### src/rtl/alu_wb_pkg.sv
// Shared types for the ALU writeback stage: instruction classes, rstatus codes, record layout.
package alu_wb_pkg;

  typedef enum logic [2:0] {
    K_ADD   = 3'd0,
    K_ADDI  = 3'd1,
    K_SUB   = 3'd2,
    K_LOGIC = 3'd3,
    K_BNE   = 3'd4,
    K_BLT   = 3'd5,
    K_NOP   = 3'd6
  } kind_e;

  localparam logic [31:0] RS_ADD  = 32'd1;
  localparam logic [31:0] RS_ADDI = 32'd2;
  localparam logic [31:0] RS_SUB  = 32'd3;

  // One writeback/branch record handed to the register-file/PC stage.
  typedef struct packed {
    logic        we;
    logic [4:0]  rd;
    logic [31:0] data;
    logic        branch_taken;
    logic [31:0] target;
    logic        exception;
  } wb_rec_t;

  // rstatus code written for an overflowing arithmetic instruction.
  function automatic logic [31:0] rstatus_code(kind_e kind);
    case (kind)
      K_ADDI:  return RS_ADDI;
      K_SUB:   return RS_SUB;
      default: return RS_ADD;
    endcase
  endfunction

endpackage

### src/rtl/alu_wb_skid.sv
// Two-entry valid/ready skid buffer; in_ready depends only on registered state.
module alu_wb_skid #(
  parameter int unsigned Width = 8
) (
  input  logic             clock,
  input  logic             reset_n,
  input  logic             in_valid,
  output logic             in_ready,
  input  logic [Width-1:0] in_data,
  output logic             out_valid,
  input  logic             out_ready,
  output logic [Width-1:0] out_data
);

  typedef enum logic [1:0] {StEmpty, StOne, StFull} state_e;

  state_e           state_q, state_d;
  logic [Width-1:0] main_q, main_d;
  logic [Width-1:0] skid_q, skid_d;
  logic             accept, drain;

  assign in_ready  = (state_q != StFull);
  assign out_valid = (state_q != StEmpty);
  assign out_data  = main_q;
  assign accept    = in_valid && in_ready;
  assign drain     = out_valid && out_ready;

  // Next-state and data movement; main always holds the oldest record.
  always_comb begin
    state_d = state_q;
    main_d  = main_q;
    skid_d  = skid_q;
    unique case (state_q)
      StEmpty: begin
        if (accept) begin
          main_d  = in_data;
          state_d = StOne;
        end
      end
      StOne: begin
        if (accept && drain) begin
          main_d = in_data;
        end else if (accept) begin
          skid_d  = in_data;
          state_d = StFull;
        end else if (drain) begin
          state_d = StEmpty;
        end
      end
      StFull: begin
        if (drain) begin
          main_d  = skid_q;
          state_d = StOne;
        end
      end
      default: state_d = StEmpty;
    endcase
  end

  // State and storage registers with synchronous active-low reset.
  always_ff @(posedge clock) begin
    if (!reset_n) begin
      state_q <= StEmpty;
      main_q  <= '0;
      skid_q  <= '0;
    end else begin
      state_q <= state_d;
      main_q  <= main_d;
      skid_q  <= skid_d;
    end
  end

endmodule

### src/rtl/alu_writeback_stage.sv
// ALU writeback stage: forms writeback/branch records, buffers them, counts exceptions.
module alu_writeback_stage
  import alu_wb_pkg::*;
#(
  parameter int unsigned EXC_CNT_W   = 16,
  parameter int unsigned RSTATUS_REG = 30
) (
  input  logic                 clock,
  input  logic                 reset_n,
  input  logic                 in_valid,
  output logic                 in_ready,
  input  logic [31:0]          in_result,
  input  logic                 in_isNotEqual,
  input  logic                 in_isLessThan,
  input  logic                 in_overflow,
  input  logic [2:0]           in_kind,
  input  logic [4:0]           in_rd,
  input  logic [31:0]          in_target,
  output logic                 out_valid,
  input  logic                 out_ready,
  output logic                 out_we,
  output logic [4:0]           out_rd,
  output logic [31:0]          out_data,
  output logic                 out_branch_taken,
  output logic [31:0]          out_target,
  output logic                 out_exception,
  output logic [EXC_CNT_W-1:0] exc_count
);

  kind_e                kind;
  wb_rec_t              in_rec;
  wb_rec_t              out_rec;
  logic [EXC_CNT_W-1:0] exc_count_q, exc_count_d;

  assign kind = kind_e'(in_kind);

  // Record formation; overflowing arithmetic becomes an rstatus write.
  always_comb begin
    in_rec        = '0;
    in_rec.rd     = in_rd;
    in_rec.data   = in_result;
    in_rec.target = in_target;
    case (kind)
      K_ADD, K_ADDI, K_SUB: begin
        if (in_overflow) begin
          in_rec.we        = 1'b1;
          in_rec.rd        = 5'(RSTATUS_REG);
          in_rec.data      = rstatus_code(kind);
          in_rec.exception = 1'b1;
        end else begin
          in_rec.we = (in_rd != 5'd0);
        end
      end
      K_LOGIC: in_rec.we = (in_rd != 5'd0);
      K_BNE:   in_rec.branch_taken = in_isNotEqual;
      // isLessThan already folds in the subtract's overflow.
      K_BLT:   in_rec.branch_taken = in_isLessThan;
      default: ;
    endcase
  end

  alu_wb_skid #(
    .Width($bits(wb_rec_t))
  ) u_skid (
    .clock    (clock),
    .reset_n  (reset_n),
    .in_valid (in_valid),
    .in_ready (in_ready),
    .in_data  (in_rec),
    .out_valid(out_valid),
    .out_ready(out_ready),
    .out_data (out_rec)
  );

  assign out_we           = out_rec.we;
  assign out_rd           = out_rec.rd;
  assign out_data         = out_rec.data;
  assign out_branch_taken = out_rec.branch_taken;
  assign out_target       = out_rec.target;
  assign out_exception    = out_rec.exception;
  assign exc_count        = exc_count_q;

  // Saturating count of exception records leaving the stage.
  always_comb begin
    exc_count_d = exc_count_q;
    if (out_valid && out_ready && out_rec.exception && (exc_count_q != '1)) begin
      exc_count_d = exc_count_q + EXC_CNT_W'(1);
    end
  end

  // Exception counter register.
  always_ff @(posedge clock) begin
    if (!reset_n) begin
      exc_count_q <= '0;
    end else begin
      exc_count_q <= exc_count_d;
    end
  end

endmodule
### config.mk
export PLATFORM = sky130hd
export DESIGN_NAME = alu_writeback_stage
export DESIGN_NICKNAME = d
export VERILOG_FILES = /design/src/rtl/alu_wb_pkg.sv /design/src/rtl/alu_wb_skid.sv /design/src/rtl/alu_writeback_stage.sv
export SDC_FILE = /design/constraint.sdc
export NUM_CORES = 1
export LEC_CHECK = 0
export BUFFER_PORTS_ARGS = -buffer_cell sky130_fd_sc_hd__buf_2
export CAP_MARGIN = 0
export CORE_MARGIN = 3
export CORE_UTILIZATION = 32
export CTS_BUF_LIST = sky130_fd_sc_hd__clkbuf_8
export CTS_CLUSTER_SIZE = 14
export DETAILED_ROUTE_END_ITERATION = 10
export PLACE_DENSITY_LB_ADDON = 0.1
export SYNTH_ARGS = -nofsm -noshare
export SYNTH_HDL_FRONTEND = slang
export SYNTH_SLANG_ARGS = --single-unit
### constraint.sdc
create_clock -name clock -period 3.8 [get_ports clock]
set_input_delay 0.76 -clock clock [delete_from_list [all_inputs] [get_ports clock]]
set_output_delay 0.76 -clock clock [all_outputs]
set_load 0.02 [all_outputs]
==> results, run 1 <==
- The count of nets left with antenna violations once routing finished came out at 0.
- In this design, the stage delay of the slowest critical-path cell is between 0.6 and 0.7 ns.
- The largest delay contributor family on the critical path is buffers and inverters.
- For this design the top-level I/O count stands at 169.
- The wire-length estimate of the detail-placed layout is 12200 microns.
- The synthesized instance count is 850.
- The largest net degree at the start of global routing is 75.
- The area growth from synthesis to layout is 22.2%.
- Summing all non-filler instances in the final layout gives an area of around 8200 sq um.
- The die covers between 20000 and 25000 sq um.
- The wire length per cell after detailed routing is 15.5 microns.
- Counting every net in the synthesized netlist gives 930.
- The DRC violation count after routing is 0.
- Buffers inserted to repair hold after CTS numbered 0.
- The area of the mapped netlist is 6670 sq um.
- Clock latency on the worst-skew pair, taken at its later pin, is around 0.45 ns.
- Clock-pin slew was measured on the worst setup and hold paths at about 0.09 ns.
- Summing the sequential cell areas from Yosys gives 48.6% of the chip area.
- The initial utilization of the core area, before any placement, comes to around a third.
- Yosys printed 0 warnings.
- The number of placement rows is between 50 and 60.
- Counting cells, the worst reg-to-reg path comes to 5.
- In this run, synthesis inferred 0 flip-flops with an integrated enable.
- Counting flops with an async set or reset pin after synthesis yields a share of 0%.
- The final count of negative-setup-slack endpoints is 0.
- The weighted congestion at the end of routability-driven global placement is ~0.7.
- STA classifies the critical path startpoint as a register.
- The post-detailed-route via-to-cell ratio is between 5 and 6.
- The start point of the worst min-delay path is u_skid.skid_q[54]$_SDFFE_PN0P_.
- The worst hold path depth is 2.
- For this block, the routed nets add up to 19500 microns of wire.
- Power spread over the standard cell area amounts to between 400 and 500 nW/um^2.
- The setup slack of the worst register-to-register path is 1.59 ns.
- The combined buffer and inverter count along the critical path is 2.
- TritonCTS built the clock tree.
- The count of different cell masters after synthesis is 43.
- The repair_antennas step left the layout with diodes totalling 0.
- The highest fanout seen on the critical path is 27.
- The die outline width is 150 microns.
- The overall fraction of global-route tracks in use is between 15 and 20%.
- The startpoint of the most critical register-to-register path is exc_count[0]$_SDFFE_PN0P_.
- The number of buffers created by CTS is 17.
- In this run the clock root is driven by a sky130_fd_sc_hd__clkbuf_8.
- Once the clock tree was built, the resizer swapped 0 gates to a different size.
- Setup repair after global routing left no endpoint under its margin.
- The core region is a little over 20000 sq um.
- For the worst setup path, the data required time is 3.04 ns.
- Traced cell by cell, the critical path runs through nor2b_4, inv_2, buf_2.
- The count of vias placed by the detailed router is about 6400.
- In this run the post-CTS setup repair buffer count came out at 0.
- The normalized max-slew margin is between 20% and 30%.
- The die is between 150 and 200 microns tall.
- In the final layout, the share of cells above drive strength 1 is approximately 23%.
- The transition time at the pin with the least slew margin is roughly 1.2 ns.
- The via count of the first global-routing pass is a little under 6000.
- The worst-case clock skew is approximately 0.014 ns.
- In this run the mean area of a mapped cell was around 8 sq um.
- Adding up every negative setup slack in the final design gives 0 ns.
- The depth of the CTS H-tree is 4.
- The first global-routing pass estimated ~31000 microns of wire.
- The class of the tightest hold or removal check is register to register.
- The worst path needs around 2.6 ns of the cycle, external delays included.
- The run finished with clean final reports.
- The number of optimization iterations in the first detailed-route pass is 5.
- The total number of clock tree sinks is around 160.
- The first routing iteration left approximately 430 violations.
- The most used flip-flop cell after synthesis is sky130_fd_sc_hd__dfxtp_1.
- The hold violation count in the final report is 0.
- The final-report max-slew violation count is 0.
- Static timing analysis puts the maximum clock frequency at between 0.3 and 0.4 GHz.
- After global routing the overflow that remains totals 0.
- The classification of the worst setup path is register to primary output.
- The placed instance area is 7720 sq um.
- The number of I/O port buffers is ~170.
- The end point of the most critical hold path is u_skid.skid_q[54]$_SDFFE_PN0P_.
- The endpoint identified for the worst register-to-register timing path is exc_count[4]$_SDFFE_PN0P_.
- The initial antenna violation count was 1.
- Summed over all cells, the static leakage comes to 3.19 nW.
- Data on the critical path arrives at its endpoint at between 1.5 and 2 ns.
- The cell with the largest stage delay on the worst path is sky130_fd_sc_hd__dfxtp_1.
- The maximum resistive drop on vdd is 0.000182 V.
- Synthesis inferred 162 register bits.
- The capturing element type of the critical path is a primary output.
- The final critical path takes up roughly two thirds of the cycle.
- The post-layout net count is between 1000 and 1500.
- Max-cap violations in this run came to 0.
- The worst-case clock buffer depth is 2.
## cell type report
class,instances,area (sq um)
flip-flops and latches,162,3240
well taps,270,338
fillers,2164,12200
clock buffers,20,275
clock inverters,12,156
inverters,5,21.3
repair buffers,180,968
multi-input cells,608,3150
## synth_stat cells, drive strengths merged (6+ instances only)
cell / count / area [sq um]
nor2: 40 / 150
dfxtp: 162 / 3240
a311oi: 33 / 289
a21oi: 88 / 440
or4: 6 / 45.0
o31ai: 6 / 45.0
a31oi: 33 / 206
buf: 11 / 60.1
nand3: 65 / 325
o21ai: 47 / 239
nand4: 6 / 43.8
nand2: 221 / 830
clkbuf: 64 / 240
or3: 9 / 56.3
nor3: 6 / 30.0
## worst min-delay path, cell delays in order, from the launching register on
cell and delay (ns):
sky130_fd_sc_hd__dfxtp_1 0.32, sky130_fd_sc_hd__nand2_1 0.05, sky130_fd_sc_hd__a21oi_1 0.05
## stage by stage
step / power, W / std cells / setup slack [ns] / utilization [%] / hold slack [ns]
after floorplan: 0.00218 / 850 / 1.68 / - / 0.432
after global placement: 0.00239 / 1225 / 1.30 / 37.9 / 0.443
after detailed placement: 0.00239 / 1225 / 1.26 / 37.9 / 0.446
after CTS: 0.00377 / 1257 / 1.13 / 40.0 / 0.459
after global routing: 0.00390 / 1257 / 1.04 / 40.0 / 0.472
final: 0.00370 / 1257 / 1.19 / 40.0 / 0.457
## placed cells by master (no fill, tap or decap), drive strengths merged, types with 5 or more instances in the layout
cell	count
nand2	221
buf	180
clkbuf	20
o21ai	47
a31oi	33
inv	7
or3	9
nor3	6
nand3	65
nand4	6
a21oi	88
dfxtp	162
or4	6
mux2i	5
nor2	40
o211ai	5
a311oi	33
o31ai	6
## layer usage
layer / up-vias / global-route usage (%) / part of all wire, %
li1: 3243 / - / -
met1: 2949 / 24.5 / 48
met2: 162 / 26.2 / 45
met3: 10 / 4.61 / 6.1
met4: 2 / 4.25 / 0.57
met5: - / 0 / 0.067
## logic make-up after synthesis
| group | share of synthesized area [%] |
|---|---|
| multiplexers | 0.750 |
| AND/OR/NAND/NOR | 25.0 |
| buffers and inverters | 4.78 |
| AO/OA/AOI/OAI | 20.7 |
| adder cells (fa/ha/maj) | 0.187 |
| flip-flops | 48.6 |
## registers in the layout (all words and copies together), names as in the netlist
register,flops
exc_count,16
u_skid.out_data,72
u_skid.skid_q,72
u_skid.state_q,2
## power by group
| group | internal [W] | switching, W | leakage, nW |
|---|---|---|---|
| registers | 0.00179 | 0.0000509 | 1.32 |
| clock network | 0.000705 | 0.000658 | 0.213 |
| logic | 0.000174 | 0.000327 | 1.65 |
## worst max path at each step
stage	end	start	cells after the start	slack (ns)
finish	in_ready	u_skid.state_q[0]$_SDFFE_PN0P_	3	1.19
global route	in_ready	u_skid.state_q[0]$_SDFFE_PN0P_	3	1.04
CTS	in_ready	u_skid.state_q[0]$_SDFFE_PN0P_	3	1.13
detailed placement	u_skid.out_data[56]$_SDFFE_PN0P_	out_ready	6	1.26
global placement	u_skid.out_data[54]$_SDFFE_PN0P_	out_ready	6	1.30
floorplan	exc_count[14]$_SDFFE_PN0P_	out_ready	5	1.68
(Power assumes the default switching activity.)
==> run 2, diff against run 1 <==
==> constraint.sdc (replaced) <==
create_clock -name clock -period 2.6 [get_ports clock]
set_input_delay 0.52 -clock clock [delete_from_list [all_inputs] [get_ports clock]]
set_output_delay 0.52 -clock clock [all_outputs]
set_load 0.02 [all_outputs]
==> run 2 against run 1 <==
Net effect: clock power rose by 68%; non-clock buffer count rose by 12; critical endpoint unchanged; clock skew fell by 0.0016 ns; via count rose by 1.1%; register-to-register slack got worse by 0.98 ns; cell count rose by 0.95%; flip-flop and latch count did not move.
==> results, run 2 (synthesized netlist as in run 1, its figures left out) <==
- The flow ran to the end, and the final reports show no timing, DRC or antenna violations.
- The placed wire-length estimate is 12900 microns.
- The post-synthesis to final-layout area growth is 24.7%.
- The root buffer selected by CTS is sky130_fd_sc_hd__clkbuf_8.
- Excluding fillers, the count of instances in the completed layout stands at roughly 1300.
- The required time of the critical path is about 2.1 ns.
- The delay of the slowest critical-path stage is ~0.63 ns.
- The number of I/O port buffers is approximately 170.
- In this run, post-CTS hold repair placed 0 buffers.
- The number of maximum-capacitance violations is 0.
- The core utilization of the finished layout is between 40 and 50%.
- The final-report max-slew violation count is 0.
- The data arrival time of the critical path is approximately 1.6 ns.
- In this run the count of I/O pins placed on the die edge is about 170.
- Setup violations remaining at the end of the flow were counted as 0.
- The die is approximately 150 microns tall.
- Together, buffers and inverters on the worst path number 2.
- The cell with the largest stage delay on the worst path is sky130_fd_sc_hd__dfxtp_1.
- The transition time at the pin with the least slew margin is between 0.6 and 0.7 ns.
- TritonCTS built the clock tree.
- Summed over all layers, the global routing overflow is 0.
- In the layout the commonest cells are sky130_fd_sc_hd__nand2_1, sky130_fd_sc_hd__buf_2, sky130_fd_sc_hd__dfxtp_1, sky130_fd_sc_hd__a21oi_1, sky130_fd_sc_hd__nand3_1.
- Dividing the detail-routed wire length by the instance count gives about 16 microns.
- The largest net degree at the start of global routing is 75.
- The normalized max-slew margin is between 50% and 60%.
- The hold violation count in the final report is 0.
- The count of antenna-violating nets left after detailed routing is 0.
- The detailed router finished its first iteration with 309 violations.
- The register cell area after layout is around 3200 sq um.
- The signal on the critical path passes through nor2b_4, inv_2, buf_2.
- The floorplan has 52 rows.
- The maximum resistive drop on vdd is slightly below 0.0003 V.
- For flop-to-flop paths, the worst setup slack is about 0.6 ns.
- Clock skew on the completed layout was measured at approximately 0.012 ns.
- Adding up every negative setup slack in the final design gives 0 ns.
- After detailed placement, the total cell area comes to 7830 sq um.
- The area occupied by multi-input gates is 3150 sq um.
- CTS saw 162 sinks.
- Post-CTS repair changed the size of 0 cells.
- The post-layout minimum cycle time is 2.16 ns.
- The routed wire length is ~20000 microns.
- After detailed placement, the design holds a cell count of 1237.
- The die is approximately 150 microns wide.
- The first-pass GRT wire length is 31000 microns.
- The DRC violation count after routing is 0.
- The weighted congestion at the end of routability-driven global placement is roughly 0.75.
- The number of buffers created by CTS is 17.
- The kind of start point of the critical path is a register.
- The number of optimization iterations in the first detailed-route pass is 5.
- The count of vias placed by the detailed router is 6434.
- The proportion of layout cells with a drive suffix above 1 is between 20% and 30%.
- The post-detailed-route via-to-cell ratio is just over 5.
- The area of the core is 20400 sq um.
- The starting density of the core is 32.8%.
- Setup repair after global routing left no endpoint under its margin.
- The via count of the first global-routing pass was about 5900.
- The longest clock path from root to sink contains 2 buffers.
- The net count of the finished layout is between 1000 and 1500.
- The worst path uses between 80 and 90% of the clock period.
- The class of the tightest hold or removal check is primary input to register.
- The classification of the worst setup path is register to primary output.
- The clock transition at the registers of the reported paths is around 0.090 ns.
- The analysis attributes to cell leakage a power of between 3 and 4 nW.
- The post-CTS setup buffer count is 0.
- The H-tree generated during clock tree synthesis spans 4 levels.
- The number of filler instances in the final layout is between 2000 and 2500.
- Dividing total power by cell area gives a power density of around 690 nW/um^2.
- The capturing element type of the critical path is a primary output.
- The initial antenna violation count came to 3.
- The later-pin clock latency in the skew report is between 0.4 and 0.5 ns.
- In this design, the largest share of critical-path delay is due to flip-flops.
- Based on the critical path, the design can be clocked at up to 0.463 GHz.
- The most common cell after layout, fill and taps aside is sky130_fd_sc_hd__nand2_1.
- Overall power consumption after layout is estimated at roughly 0.0057 W.
- The floorplan step defined a die boundary enclosing approximately 23000 sq um.
- Once layout is done, the placed cells without fillers occupy around 8300 sq um.
- Global routing consumed, over all layers together, 17.2% of the routing resources.
- Of all nets on the critical path, the largest fanout is 12.
==> run 2: cell count changes in the layout (fill, tap and decap cells not counted), sizes merged <==
cell	before	now
buf	180	192
bufinv	3	7
clkbuf	20	17
clkinvlp	3	1
diode	0	1
==> run 2: layout make-up <==
class                      count  share of cell area (%)
tap                          270                    4.06
antenna                        1                  0.0301
clock inverter                14                    3.14
inverter                       5                   0.256
timing repair buffer         192                    12.9
multi-input combinational    608                    37.9
clock buffer                  17                    2.81
sequential                   162                    39.0
==> run 2: path summary, 6_finish.rpt <==
| path | start | endpoint | cells past startpoint |
|---|---|---|---|
| worst max-delay path | u_skid.state_q[0]$_SDFFE_PN0P_ | in_ready | 3 |
| worst min-delay path | in_target[8] | u_skid.skid_q[9]$_SDFFE_PN0P_ | 3 |
| worst max register to register | exc_count[0]$_SDFFE_PN0P_ | exc_count[14]$_SDFFE_PN0P_ | 5 |
| worst min register to register | u_skid.skid_q[66]$_SDFFE_PN0P_ | u_skid.skid_q[66]$_SDFFE_PN0P_ | 2 |
==> run 2: power breakdown <==
| part | total, W | switching (W) | internal (W) |
|---|---|---|---|
| Combinational | 0.000742 | 0.000480 | 0.000262 |
| Sequential | 0.00269 | 0.0000735 | 0.00261 |
| Clock | 0.00229 | 0.000957 | 0.00133 |
| Total | 0.00572 | 0.00151 | 0.00421 |
==> run 2: per-layer routing <==
metal,GRT usage (%),wire length [microns],vias to the layer above
met5,0,24,-
met4,4.94,228,4
met3,4.85,1330,19
met2,26.9,8860,156
met1,23.3,9310,2994
li1,-,-,3261
==> run 2: worst min-delay path: cells and delay by family <==
| kind | cells | cell delay, ns |
|---|---|---|
| AO/OA/AOI/OAI | 1 | 0.05 |
| buffers and inverters | 1 | 0.10 |
| AND/OR/NAND/NOR | 1 | 0.05 |
==> run 2: per-stage QoR <==
stage / hold slack (ns) / worst slack (ns)
after floorplan: 0.432 / 0.638
after global placement: 0.442 / 0.512
after detailed placement: 0.447 / 0.512
after CTS: 0.282 / 0.393
after global routing: 0.282 / 0.320
final: 0.316 / 0.439
